[src/rtl/xbar_slave_forward_arbiter_if.sv]
`default_nettype none
// +----------------------------------------------------------------------------+
// | xbar_slave_forward_arbiter_if                                              |
// | AW/W head status and forwarding controls between master-side queues and    |
// | one slave port's arbiter. Revision: 1.0                                    |
// +----------------------------------------------------------------------------+
interface xbar_slave_forward_arbiter_if #(
    parameter int masters = 2,
    parameter int slaves  = 2
);
    localparam int MST_W = (masters > 1) ? $clog2(masters) : 1;
    localparam int DST_W = (slaves  > 1) ? $clog2(slaves)  : 1;

    logic [masters-1:0]            master_write_addr_fifo_empty;
    logic [masters-1:0][DST_W-1:0] write_addr_forward_dest_slave;
    logic [masters-1:0]            master_write_data_fifo_empty;
    logic [masters-1:0][DST_W-1:0] write_data_forward_dest_slave;
    logic [masters-1:0]            WLAST;
    logic                          slave_aw_fifo_full;
    logic                          slave_w_fifo_full;
    logic [masters-1:0]            slave_write_addr_fifo_full;
    logic [masters-1:0]            slave_write_data_fifo_full;
    logic [MST_W-1:0]              grant_aw_master;
    logic [MST_W-1:0]              grant_w_master;
    logic                          aw_push;
    logic                          w_push;
    logic                          order_empty;
    logic                          order_full;

    // Arbiter side
    modport slave (
        input  master_write_addr_fifo_empty, write_addr_forward_dest_slave,
        input  master_write_data_fifo_empty, write_data_forward_dest_slave,
        input  WLAST, slave_aw_fifo_full, slave_w_fifo_full,
        output slave_write_addr_fifo_full, slave_write_data_fifo_full,
        output grant_aw_master, grant_w_master, aw_push, w_push,
        output order_empty, order_full
    );

    // Queue / fabric side
    modport master (
        output master_write_addr_fifo_empty, write_addr_forward_dest_slave,
        output master_write_data_fifo_empty, write_data_forward_dest_slave,
        output WLAST, slave_aw_fifo_full, slave_w_fifo_full,
        input  slave_write_addr_fifo_full, slave_write_data_fifo_full,
        input  grant_aw_master, grant_w_master, aw_push, w_push,
        input  order_empty, order_full
    );
endinterface
`default_nettype wire

[src/rtl/xbar_slave_forward_arbiter.sv]
`default_nettype none
// +----------------------------------------------------------------------------+
// | xbar_slave_forward_arbiter                                                 |
// | Round-robin AW grant per slave port; W bursts follow AW grant order via an |
// | order FIFO. XBAR_FWD_ARB_FIXED_PRIORITY_EN selects fixed priority.         |
// | Revision: 1.0                                                              |
// +----------------------------------------------------------------------------+
module xbar_slave_forward_arbiter #(
    parameter int masters           = 2,
    parameter int slaves            = 2,
    parameter int i_am_slave_number = 0,
    parameter int order_depth       = 8
) (
    input  wire logic ACLK,
    input  wire logic ARESET,
    xbar_slave_forward_arbiter_if.slave bus
);
    localparam int MST_W = (masters > 1) ? $clog2(masters) : 1;
    localparam int DST_W = (slaves  > 1) ? $clog2(slaves)  : 1;
    localparam int PTR_W = $clog2(order_depth);
    localparam logic [DST_W-1:0] SELF  = DST_W'(i_am_slave_number);
    localparam logic [PTR_W:0]   DEPTH = (PTR_W+1)'(order_depth);
    localparam logic [MST_W-1:0] LAST_MASTER = MST_W'(masters - 1);

    logic [masters-1:0] req;
    logic [MST_W-1:0]   grant_aw;
    logic [MST_W-1:0]   dm;
    logic               any_req;
    logic               aw_push;
    logic               w_push;
    logic               pop;
    logic               order_empty;
    logic               order_full;

    logic [MST_W-1:0]   order_mem [order_depth];
    logic [PTR_W-1:0]   wr_ptr;
    logic [PTR_W-1:0]   rd_ptr;
    logic [PTR_W:0]     count;

    always_comb begin
        req = '0;
        for (int m = 0; m < masters; m++) begin
            req[m] = ~bus.master_write_addr_fifo_empty[m] &
                     (bus.write_addr_forward_dest_slave[m] == SELF);
        end
    end

    assign any_req = |req;

`ifdef XBAR_FWD_ARB_FIXED_PRIORITY_EN
    // Descending scan so the lowest requesting index is the last writer.
    always_comb begin
        grant_aw = '0;
        for (int m = masters - 1; m >= 0; m--) begin
            if (req[m]) begin
                grant_aw = MST_W'(m);
            end
        end
    end
`else
    logic [MST_W-1:0] rr_ptr;
    logic             found;

    always_comb begin
        grant_aw = rr_ptr;
        found    = 1'b0;
        for (int i = 0; i < masters; i++) begin
            if (!found && req[(int'(rr_ptr) + i) % masters]) begin
                grant_aw = MST_W'((int'(rr_ptr) + i) % masters);
                found    = 1'b1;
            end
        end
    end

    always_ff @(posedge ACLK or posedge ARESET) begin
        if (ARESET) begin
            rr_ptr <= '0;
        end else if (aw_push) begin
            rr_ptr <= (grant_aw == LAST_MASTER) ? '0 : grant_aw + 1'b1;
        end
    end
`endif

    assign order_empty = (count == '0);
    assign order_full  = (count == DEPTH);

    // Reset gates the grant path so a live request cannot leak through.
    assign aw_push = ~ARESET & any_req & ~bus.slave_aw_fifo_full & ~order_full;

    // Empty FIFO reads a defined zero rather than stale storage.
    assign dm = order_empty ? '0 : order_mem[rd_ptr];

    assign w_push = ~order_empty & ~bus.master_write_data_fifo_empty[dm] &
                    (bus.write_data_forward_dest_slave[dm] == SELF) &
                    ~bus.slave_w_fifo_full;
    assign pop    = w_push & bus.WLAST[dm];

    always_comb begin
        bus.slave_write_addr_fifo_full = '1;
        bus.slave_write_data_fifo_full = '1;
        for (int m = 0; m < masters; m++) begin
            bus.slave_write_addr_fifo_full[m] = ~(aw_push && (grant_aw == MST_W'(m)));
            bus.slave_write_data_fifo_full[m] = ~(w_push  && (dm       == MST_W'(m)));
        end
    end

    assign bus.grant_aw_master = ARESET ? '0 : grant_aw;
    assign bus.grant_w_master  = dm;
    assign bus.aw_push         = aw_push;
    assign bus.w_push          = w_push;
    assign bus.order_empty     = order_empty;
    assign bus.order_full      = order_full;

    always_ff @(posedge ACLK or posedge ARESET) begin
        if (ARESET) begin
            wr_ptr <= '0;
            rd_ptr <= '0;
            count  <= '0;
        end else begin
            if (aw_push) begin
                wr_ptr <= wr_ptr + 1'b1;
            end
            if (pop) begin
                rd_ptr <= rd_ptr + 1'b1;
            end
            case ({aw_push, pop})
                2'b10:   count <= count + 1'b1;
                2'b01:   count <= count - 1'b1;
                default: count <= count;
            endcase
        end
    end

    always_ff @(posedge ACLK) begin
        if (aw_push) begin
            order_mem[wr_ptr] <= grant_aw;
        end
    end
endmodule
`default_nettype wire

[src/flat_wrapper.sv]
// flat-port wrapper written by rule: the top's interface ports become plain ports
module xbar_slave_forward_arbiter_flat 
#(
    parameter int masters           = 2,
    parameter int slaves            = 2,
    parameter int i_am_slave_number = 0,
    parameter int order_depth       = 8
)
  (ACLK, ARESET, bus_master_write_addr_fifo_empty, bus_write_addr_forward_dest_slave, bus_master_write_data_fifo_empty, bus_write_data_forward_dest_slave, bus_WLAST, bus_slave_aw_fifo_full, bus_slave_w_fifo_full, bus_slave_write_addr_fifo_full, bus_slave_write_data_fifo_full, bus_grant_aw_master, bus_grant_w_master, bus_aw_push, bus_w_push, bus_order_empty, bus_order_full);
  xbar_slave_forward_arbiter_if #(.masters(masters), .slaves(slaves)) bus_i ();
  input  wire logic ACLK;
  input  wire logic ARESET;
  input wire logic [$bits(bus_i.master_write_addr_fifo_empty)-1:0] bus_master_write_addr_fifo_empty;
  input wire logic [$bits(bus_i.write_addr_forward_dest_slave)-1:0] bus_write_addr_forward_dest_slave;
  input wire logic [$bits(bus_i.master_write_data_fifo_empty)-1:0] bus_master_write_data_fifo_empty;
  input wire logic [$bits(bus_i.write_data_forward_dest_slave)-1:0] bus_write_data_forward_dest_slave;
  input wire logic [$bits(bus_i.WLAST)-1:0] bus_WLAST;
  input wire logic [$bits(bus_i.slave_aw_fifo_full)-1:0] bus_slave_aw_fifo_full;
  input wire logic [$bits(bus_i.slave_w_fifo_full)-1:0] bus_slave_w_fifo_full;
  output wire logic [$bits(bus_i.slave_write_addr_fifo_full)-1:0] bus_slave_write_addr_fifo_full;
  output wire logic [$bits(bus_i.slave_write_data_fifo_full)-1:0] bus_slave_write_data_fifo_full;
  output wire logic [$bits(bus_i.grant_aw_master)-1:0] bus_grant_aw_master;
  output wire logic [$bits(bus_i.grant_w_master)-1:0] bus_grant_w_master;
  output wire logic [$bits(bus_i.aw_push)-1:0] bus_aw_push;
  output wire logic [$bits(bus_i.w_push)-1:0] bus_w_push;
  output wire logic [$bits(bus_i.order_empty)-1:0] bus_order_empty;
  output wire logic [$bits(bus_i.order_full)-1:0] bus_order_full;
  assign bus_i.master_write_addr_fifo_empty = bus_master_write_addr_fifo_empty;
  assign bus_i.write_addr_forward_dest_slave = bus_write_addr_forward_dest_slave;
  assign bus_i.master_write_data_fifo_empty = bus_master_write_data_fifo_empty;
  assign bus_i.write_data_forward_dest_slave = bus_write_data_forward_dest_slave;
  assign bus_i.WLAST = bus_WLAST;
  assign bus_i.slave_aw_fifo_full = bus_slave_aw_fifo_full;
  assign bus_i.slave_w_fifo_full = bus_slave_w_fifo_full;
  assign bus_slave_write_addr_fifo_full = bus_i.slave_write_addr_fifo_full;
  assign bus_slave_write_data_fifo_full = bus_i.slave_write_data_fifo_full;
  assign bus_grant_aw_master = bus_i.grant_aw_master;
  assign bus_grant_w_master = bus_i.grant_w_master;
  assign bus_aw_push = bus_i.aw_push;
  assign bus_w_push = bus_i.w_push;
  assign bus_order_empty = bus_i.order_empty;
  assign bus_order_full = bus_i.order_full;
  xbar_slave_forward_arbiter #(.masters(masters), .slaves(slaves), .i_am_slave_number(i_am_slave_number), .order_depth(order_depth)) u_core (.ACLK(ACLK), .ARESET(ARESET), .bus(bus_i));
endmodule
[config.mk]
export PLATFORM = sky130hd
export DESIGN_NAME = xbar_slave_forward_arbiter_flat
export DESIGN_NICKNAME = d
export VERILOG_FILES = /design/src/rtl/xbar_slave_forward_arbiter_if.sv /design/src/rtl/xbar_slave_forward_arbiter.sv /design/src/flat_wrapper.sv
export SDC_FILE = /design/constraint.sdc
export NUM_CORES = 1
export LEC_CHECK = 0
export BUFFER_PORTS_ARGS = -buffer_cell sky130_fd_sc_hd__buf_2
export CORE_ASPECT_RATIO = 0.9
export CORE_MARGIN = 2
export CORE_UTILIZATION = 43
export DETAILED_ROUTE_END_ITERATION = 16
export PLACE_DENSITY = 0.67
export SYNTH_ARGS = -nofsm -noshare
export SYNTH_HDL_FRONTEND = slang
export SYNTH_SLANG_ARGS = --single-unit
export TNS_END_PERCENT = 30
[constraint.sdc]
create_clock -name ACLK -period 2.76 [get_ports ACLK]
set_clock_uncertainty 0.05 [all_clocks]
set_input_delay 0.552 -clock ACLK [delete_from_list [all_inputs] [get_ports ACLK]]
set_output_delay 0.552 -clock ACLK [all_outputs]
set_load 0.05 [all_outputs]
==> impl_metrics.yaml <==
run_status:
  status: "finished clean"
timing:
  finalSetupTns_ns: 0
  fmax_ghz: 0.3763
  fin_crit_ns: 2.658
  whs_ns: 0.2125
  rsz0062_at_grt: "false"
  final.period_utilization_pct: 96.30
  hold_viol: 0
  finalSetupViolCount: 0
  tightestPinTransition_ns: 0.4857
  slew_headroom_pct: 67.38
  slew_viol_final: 0
placement:
  dp_hpwl_mm: 1.683
  dp_cells: 160
  portBuffers: 23
  place_congestion: 0.7546
setup_path:
  worst-setup-path-type: "reg -> out"
  rr_worst_depth: 12
  crit_required_ns: 2.16
  worstPathCellList: "nor4_4 > inv_1 > and4_4 > mux2i_1 > nor3_4 > buf_4"
  r2r_slack_ns: 0.16
  arrival_ns: 2.06
  cp_max_fo: 6
  timing.rr.end: "u_core.count[3]$_DFFE_PP0P_"
  critPathMaxStageDelay_ns: 0.52
  r2r-start: "u_core.rd_ptr[1]$_DFFE_PP0P_"
  crit_slowest_cell: "nor4_4"
  critPathLaunchType: "flip-flop"
  cp-end-kind: "output pin"
worst_hold_path:
  hold_class: "in -> async"
logic_synthesis:
  yosysSeqAreaShare_pct: 45.98
  netlist.area_leader.share_pct: 24.55
  syn_nets: 128
  synthTopCellsByCount: "nand2_1, nor2_1, dfrtp_1"
  synth_largest_area_cell: "dfrtp_1"
  synthCells: 108
  synth_area_um2: 1121
  synth-seq-cells: 19
  yosysMostFrequentCell: "nand2_1"
  yosysWarnings: 0
  synth_edf_count: 8
  synth_top_flop_cell: "dfrtp_1"
  async_flop_share_pct: 57.89
  synthTopCellsByArea: "dfrtp_1, edfxtp_1, nand2_1, ha_1, nor2_1"
  syn_avg_cell_area_um2: 10.38
  yosys.cell_types.count: 30
finish:
  nets: 157
  syn_to_final_growth_pct: 23.88
  layout-drive-gt1-share_pct: 38.24
  stdcell_count: 164
  fill_cells: 219
  antenna_cells: 0
clock_tree:
  clock_path_buffers: 2
  cts_tree: "yes"
  clkSinkCount: 19
  cts_root_buf: "clkbuf_4"
  path_clk_slew_ns: 0.11
  numCtsBuffers: 3
  htree_levels: 1
  clkLatencyLatePin_ns: 0.29
  post_cts_buffers: 0
floorplanning:
  num_io_pins: 24
  core-area_um2: 2467
  rows: 17
  start_util_pct: 45.44
  fp.dieW_um: 57.82
  die_area_um2: 3032
  die_h_um: 52.44
grt:
  track_usage_pct: 15.30
  gr-total-overflow: 0
  antenna_found_initial: 0
  grt_pass1_wl_mm: 3.512
  grt_pass1_vias: 846
  grt_max_degree: 12
route:
  post_drt_wl_per_cell_um: 12.49
  viasPerCell: 5.049
  drtPass1Iterations: 4
  drcViolationCount: 0
  routed_wl_mm: 2.048
  drtAntennaViolNets: 0
  routed-via-count: 828
  drt_iter0_markers: 6
power_and_ir_drop:
  leakage_nw: 0.6153
  total_power_mw: 1.350
  worst_ir_drop_vdd_mv: 0.9269
  powerDensity_nw_per_um2: 972.1
flow_run:
  cap_violations: 0
worst max-delay path, delay by kind of cell (launching register included):
family                 cells  cell delay (ns)
muxes                      1             0.15
DFF                        1             0.45
and+or+nand+nor            3             0.87
buffers and inverters      2             0.29
routing by layer:
layer / vias to the layer above / part of all wire [%] / global-route usage (%)
li1: 423 / - / -
met1: 376 / 49 / 20.13
met2: 27 / 45 / 25.38
met3: 2 / 5.7 / 2.222
met4: 0 / 0.63 / 6.202
met5: - / 0 / 0
cell families (layout without fill, tap and decap cells):
logic type | count (synthesis) | count (layout) | synth area share [%]
flip-flops | 19 | 19 | 45.98
multiplexers | 8 | 8 | 8.482
adder cells (fa/ha/maj) | 6 | 6 | 7.366
buffers and inverters | 10 | 38 | 4.241
AND/OR/NAND/NOR | 50 | 50 | 22.77
AO/OA/AOI/OAI | 8 | 8 | 5.693
XOR/XNOR | 7 | 7 | 5.469
power by group:
part	switching (mW)	total (mW)	internal (mW)
clock	0.0843	0.138	0.0539
sequential	0.114	0.503	0.389
combinational	0.409	0.709	0.301
total	0.607	1.35	0.743
per-stage QoR:
step | worst slack, ns | util [%] | cell area [µm²]
2_1_floorplan | -0.1241 | - | 1197
3_3_place_gp | 0.1807 | 54.87 | 1354
3_5_place_dp | 0.1105 | 54.87 | 1354
4_1_cts | 0.01319 | 55.98 | 1381
5_1_grt | 0.003107 | 56.29 | 1389
6_report | 0.1022 | 56.29 | 1389
placed cells by master, fill, tap and decap left out, drive strengths merged, types with 4 or more instances in the layout:
cell type / synthesis / final
edfxtp: 8 / 8
buf: 2 / 26
ha: 5 / 5
mux2i: 5 / 5
xnor2: 4 / 4
nor3: 4 / 4
o21ai: 4 / 4
nand2: 18 / 18
inv: 7 / 7
dfrtp: 11 / 11
nor2: 14 / 14
sequential cells by signal, indices dropped and copies added (netlist names):
register	count
u_core.rr_ptr	1
u_core.wr_ptr	3
u_core.count	4
u_core.order_mem	8
u_core.rd_ptr	3
layout make-up:
type	count	area [µm²]	share of cell area (%)
well taps	28	35.03	2.523
clock buffers	3	22.52	1.622
clock inverters	1	5.005	0.3604
repair buffers	26	140.1	10.09
flip-flops and latches	19	518.0	37.30
multi-input cells	79	636.9	45.86
inverters	8	31.28	2.252
worst max path at each step:
stage                                 startpoint                     endpoint  slack, ns
floorplan            u_core.count[2]$_DFFE_PP0P_                   bus_w_push      -0.12
global placement    u_core.rd_ptr[1]$_DFFE_PP0P_  u_core.count[3]$_DFFE_PP0P_       0.18
detailed placement  u_core.rd_ptr[1]$_DFFE_PP0P_  u_core.count[3]$_DFFE_PP0P_       0.11
CTS                  u_core.count[3]$_DFFE_PP0P_                   bus_w_push       0.01
global route         u_core.count[3]$_DFFE_PP0P_                   bus_w_push      0.003
finish               u_core.count[3]$_DFFE_PP0P_                   bus_w_push       0.10
repair_timing:
item	4_1_cts	5_1_grt
hold buffers	0	0
endpoints found under the setup margin	0	4
hold endpoints to repair	0	0
resized for setup	0	4
Note: power is estimated with default switching activity, not from simulation.
